File: src/rtl/list_fold_sum.sv
// list_fold_sum: consumes a req/ack/eol/value list stream and folds every
// element into a signed, wrapping running sum and an element count. It is
// started and held with ready; done marks a final result.
//
// Optional feature macro: LIST_FOLD_EMPTY_LIST_EN
//   When defined, list_eol is sampled in START so that an empty list finishes
//   without issuing any request. When undefined, the producer must supply at
//   least one element.
module list_fold_sum #(
  parameter int VALUE_WIDTH = 8,
  parameter int ACC_WIDTH   = 16,
  parameter int COUNT_WIDTH = 8
) (
  input  logic                   clock,
  input  logic                   reset,
  input  logic                   ready,
  output logic                   done,
  output logic [ACC_WIDTH-1:0]   result,
  output logic [COUNT_WIDTH-1:0] count,
  output logic                   list_req,
  input  logic                   list_ack,
  input  logic                   list_eol,
  input  logic [VALUE_WIDTH-1:0] list_value
);

  typedef enum logic [2:0] {
    IDLE  = 3'd0,
    START = 3'd1,
    REQ   = 3'd2,
    WAIT  = 3'd3,
    DONE  = 3'd4
  } state_t;

  state_t                 state_q, state_d;
  logic [ACC_WIDTH-1:0]   result_q, result_d;
  logic [COUNT_WIDTH-1:0] count_q, count_d;
  logic                   done_q, done_d;
  logic                   req_q, req_d;
  logic [ACC_WIDTH-1:0]   value_ext;

  // Sign-extend the element to accumulator width; the add then wraps naturally.
  assign value_ext = ACC_WIDTH'($signed(list_value));

  // Next-state and next-output decode; ready low overrides every state.
  always_comb begin
    state_d  = state_q;
    result_d = result_q;
    count_d  = count_q;
    if (!ready) begin
      state_d  = IDLE;
      result_d = '0;
      count_d  = '0;
    end else begin
      case (state_q)
        IDLE: begin
          result_d = '0;
          count_d  = '0;
          state_d  = START;
        end
        START: begin
`ifdef LIST_FOLD_EMPTY_LIST_EN
          // Producer outputs have settled: an eol here means an empty list.
          state_d = list_eol ? DONE : REQ;
`else
          state_d = REQ;
`endif
        end
        REQ:  state_d = WAIT;
        WAIT: begin
          if (list_ack) begin
            result_d = result_q + value_ext;
            count_d  = count_q + 1'b1;
            state_d  = list_eol ? DONE : REQ;
          end
        end
        DONE:    state_d = DONE;
        default: begin
          state_d  = IDLE;
          result_d = '0;
          count_d  = '0;
        end
      endcase
    end
    // Outputs are registered from the next state so they are glitch-free
    // and line up with the state register.
    done_d = (state_d == DONE);
    req_d  = (state_d == REQ);
  end

  // State and registered outputs; synchronous reset wins over everything.
  always_ff @(posedge clock) begin
    if (reset) begin
      state_q  <= IDLE;
      result_q <= '0;
      count_q  <= '0;
      done_q   <= 1'b0;
      req_q    <= 1'b0;
    end else begin
      state_q  <= state_d;
      result_q <= result_d;
      count_q  <= count_d;
      done_q   <= done_d;
      req_q    <= req_d;
    end
  end

  assign done     = done_q;
  assign result   = result_q;
  assign count    = count_q;
  assign list_req = req_q;

endmodule

File: config.mk
export PLATFORM = sky130hd
export DESIGN_NAME = list_fold_sum
export DESIGN_NICKNAME = d
export VERILOG_FILES = /design/src/rtl/list_fold_sum.sv
export SDC_FILE = /design/constraint.sdc
export NUM_CORES = 1
export LEC_CHECK = 0
export ABC_AREA = 1
export CAP_MARGIN = 40
export CELL_PAD_IN_SITES_DETAIL_PLACEMENT = 1
export CELL_PAD_IN_SITES_GLOBAL_PLACEMENT = 1
export CORE_UTILIZATION = 39
export CTS_CLUSTER_SIZE = 24
export DETAILED_ROUTE_END_ITERATION = 10
export PLACE_DENSITY_LB_ADDON = 0.1
export SETUP_SLACK_MARGIN = 0.02
export SYNTH_ARGS = -nofsm -noshare
export SYNTH_HDL_FRONTEND = slang
export SYNTH_SLANG_ARGS = --single-unit
export TNS_END_PERCENT = 10
File: constraint.sdc
create_clock -name clock -period 4 [get_ports clock]
set_clock_uncertainty 0.05 [all_clocks]
set_input_delay 0.8 -clock clock [delete_from_list [all_inputs] [get_ports clock]]
set_output_delay 0.8 -clock clock [all_outputs]
set_load 0.05 [all_outputs]
==> results.txt <==
- The via count of the first global-routing pass came to between 2,000 and 2,500.
- Count of different cell masters after synthesis: 29
* Internal power component: 0.519 mW
- Setup violations remaining at the end of the flow were counted as 0.
* Via density per instance: 4.91
- Worst Path Class, Setup: in -> reg
* Number of hold violations in the final report: 0
- Buffers from clock root to sink, at most: 2
* Top layer used by detailed routing: met4
- Clock latency reported for the late side of the worst-skew pair: slightly below 0.3 ns
- Total of max-cap violations: 0
- The worst-case IR drop observed on VDD is between 0.0002 and 0.00025 V.
- Combinational group share of total power: 0.101
- Share of total power in the clock network: 0.478
- Root buf cell: sky130_fd_sc_hd__clkbuf_8
- Total vias in the final route: 2,123
- Hold buffer count at CTS: 0
* Register area share after synthesis: 0.285
- The initial utilization of the core area, before any placement, comes to 0.417.
* Mapped Nets: 352
* Synthesis Warnings: 0
- Capturing element type of the critical path: flop
- The number of gates resized after CTS was 0.
* Maximum number of pins on one net before global-route repair: 20
- Diode insertion count for antenna repair: 0
- Maximum net fanout on the critical path: 9
- After detailed routing, the number of remaining DRC violations is 0.
- Layout cells sized above 1: 0.0575
- Crit path DAT: roughly 2.8 ns
- Synthesized area per cell: ~6.3 sq um
* Number of core rows: 25
- Post-synthesis instance area: slightly above 2000 sq um
* CTS H-Tree Depth: 2
- The first detailed-routing pass took 4 iterations.
- Buffers added to address setup during post-CTS repair amount to 0.
- Port buffering added 38 buffers.
- After clock tree synthesis, the clock-pin slew on the worst setup and hold paths is around 0.070 ns.
- In this run, CTS created clock tree buffers numbering 5.
- In the final routed layout, each cell accounts on average for between 10 and 15 um.
- Min-delay worst type: reg -> reg
- Switching portion of total power: 0.250
- Clock tree from TritonCTS: built
* Slew of the pin with the lowest slew margin: between 0.6 and 0.7 ns
* Global-route wire length before repair: between 9 and 10 mm
- The run finished with clean final reports.
- Highest achievable clock rate: ~0.38 GHz
* DRC marker count from the first detailed-route iteration: 78
- For the final routed database, the setup TNS stands at 0 ns.
- The area growth from synthesis to layout is 27.9%.
- WP data required: a little over 4 ns
- In the global route stage, overall resource usage came out at 0.231.
* #FFs+latches synth: 29
* Final worst path period need: around 2.6 ns
* Switching power: between 0.15 and 0.2 mW
* Core box area: about 4900 sq um
- In the layout the commonest cells are sky130_fd_sc_hd__nand2_1 (104), sky130_fd_sc_hd__inv_1 (53), sky130_fd_sc_hd__clkdlybuf4s50_1 (38), sky130_fd_sc_hd__a21oi_1 (34), sky130_fd_sc_hd__dfxtp_1 (29).
- Part of the cycle the worst path needs: 0.660
* Met1 WL: roughly 2.6 mm
- DPL Wire Length: ~4.3 mm
- For this design the ratio of total power to cell area is roughly 270 nW/um^2.
- Of the total power, registers draw 0.421.
- Number of nets in the finished design: approximately 390
* Number of nets with antenna violations after routing: 0
- Leaving out fill and tap cells, the most frequent cell in the layout is sky130_fd_sc_hd__nand2_1.
* Sinks on Clock Net: 29
* Total count of max-transition violations in the final report: 0
- Wire segments on met3 add up to roughly 190 um in the final route.
- Remaining global-route overflow: 0
- Horizontal extent of the die: 74.3 um
- Die area: about 5500 sq um
- Cell count after synthesis: 322
- Antenna violations before repair: 0
- Finished Core Util: 0.534
- At the end of routability-driven placement, the weighted congestion stood at roughly 0.86.
* Detailed route wirelength on metal2: about 2.8 mm
- In this run the tightest slew margin relative to its limit is 0.586.
* Setup repair after global routing missed its margin: false
- DIE HEIGHT: between 70 and 80 um
* Total Routed Length: approximately 5.7 mm
- Summed over all cells, the static leakage comes to between 1 and 1.5 nW.
- Launching element type of the critical path: input port
- 39 I/O pins were placed.
final timing paths:
check / from / endpoint / slack, ns / cells after the start
max: list_value[7] / result[13]$_SDFFE_PP0P_ / 1.36 / 11
min: count[6]$_SDFFE_PP0P_ / count[6]$_SDFFE_PP0P_ / 0.43 / 2
max reg2reg: result[0]$_SDFFE_PP0P_ / result[8]$_SDFFE_PP0P_ / 2.04 / 10
min reg2reg: count[6]$_SDFFE_PP0P_ / count[6]$_SDFFE_PP0P_ / 0.43 / 2
power groups by stage:
| stage | clock (mW) | combinational (mW) | sequential (mW) |
|---|---|---|---|
| 4_1_cts | 0.339 | 0.0702 | 0.291 |
| 3_3_place_gp | 0 | 0.0680 | 0.298 |
| 5_1_grt | 0.355 | 0.0780 | 0.291 |
| 6_report | 0.331 | 0.0699 | 0.291 |
| 2_1_floorplan | 0 | 0.0409 | 0.299 |
| 3_5_place_dp | 0 | 0.0693 | 0.298 |
cell type report:
type	instances	area (sq um)
Fill cell	686	2270
Clock inverter	2	37.5
Clock buffer	6	82.6
Multi-Input combinational cell	236	1240
Tap cell	67	83.8
Sequential cell	29	581
Timing Repair Buffer	38	380
Inverter	54	203
critical path, cell delays in order:
cell and delay [ns]:
sky130_fd_sc_hd__clkdlybuf4s50_1 0.73, sky130_fd_sc_hd__ha_1 0.36, sky130_fd_sc_hd__nand2_1 0.19, sky130_fd_sc_hd__inv_1 0.06, sky130_fd_sc_hd__nand2_1 0.06, sky130_fd_sc_hd__nand2_1 0.05
sky130_fd_sc_hd__a21oi_1 0.16, sky130_fd_sc_hd__nand2_1 0.09, sky130_fd_sc_hd__nand2_1 0.08, sky130_fd_sc_hd__nand3_1 0.07, sky130_fd_sc_hd__a21oi_1 0.13
per-stage QoR:
stage,instances,setup WS [ns],power (mW),hold WS (ns),area (sq um)
floorplan,322,1.79,0.340,0.484,2040
global placement,424,1.15,0.366,0.413,2480
detailed placement,424,1.10,0.367,0.416,2480
CTS,432,1.35,0.700,0.428,2610
global route,432,1.13,0.724,0.461,2610
finish,432,1.36,0.692,0.430,2610
flip-flops by register name, summed over array words and instances (netlist names):
register and cells:
count 8, result 16, done 1, state_q 3, list_req 1
per-layer routing:
metal  track usage  vias to the layer above
met5             0                        -
met4        0.0797                        0
met3        0.0488                       10
met2         0.412                       33
met1         0.274                      979
li1              -                     1101
cell usage after synthesis (all sizes together):
library cell / count / area share
inv: 53 / 0.098
fa: 1 / 0.0098
a21oi: 34 / 0.084
o21ai: 7 / 0.017
nand2: 109 / 0.21
ha: 16 / 0.098
clkbuf: 1 / 0.0018
o21bai: 1 / 0.0037
nor3: 6 / 0.015
nand3: 23 / 0.057
clkinv: 1 / 0.0018
nand4: 2 / 0.0061
and2: 1 / 0.0031
a211oi: 1 / 0.0037
o21a: 1 / 0.0037
and3: 2 / 0.0061
nor2: 23 / 0.053
nor3b: 1 / 0.0061
xor2: 1 / 0.0043
o22ai: 1 / 0.0031
or2: 4 / 0.012
buf: 2 / 0.0061
dfxtp: 29 / 0.29
nand3b: 2 / 0.0074
kinds of logic (layout without fill, tap and decap cells):
| kind of cell | Yosys count | in the layout | synth area share |
|---|---|---|---|
| adders and majority gates | 17 | 17 | 0.108 |
| xor gates and xnor gates | 1 | 1 | 0.00430 |
| DFF | 29 | 29 | 0.285 |
| and+or+nand+nor | 173 | 173 | 0.380 |
| buffers and inverters | 57 | 100 | 0.107 |
| AOI/OAI and AO/OA | 45 | 45 | 0.115 |
(Power assumes the default switching activity.)
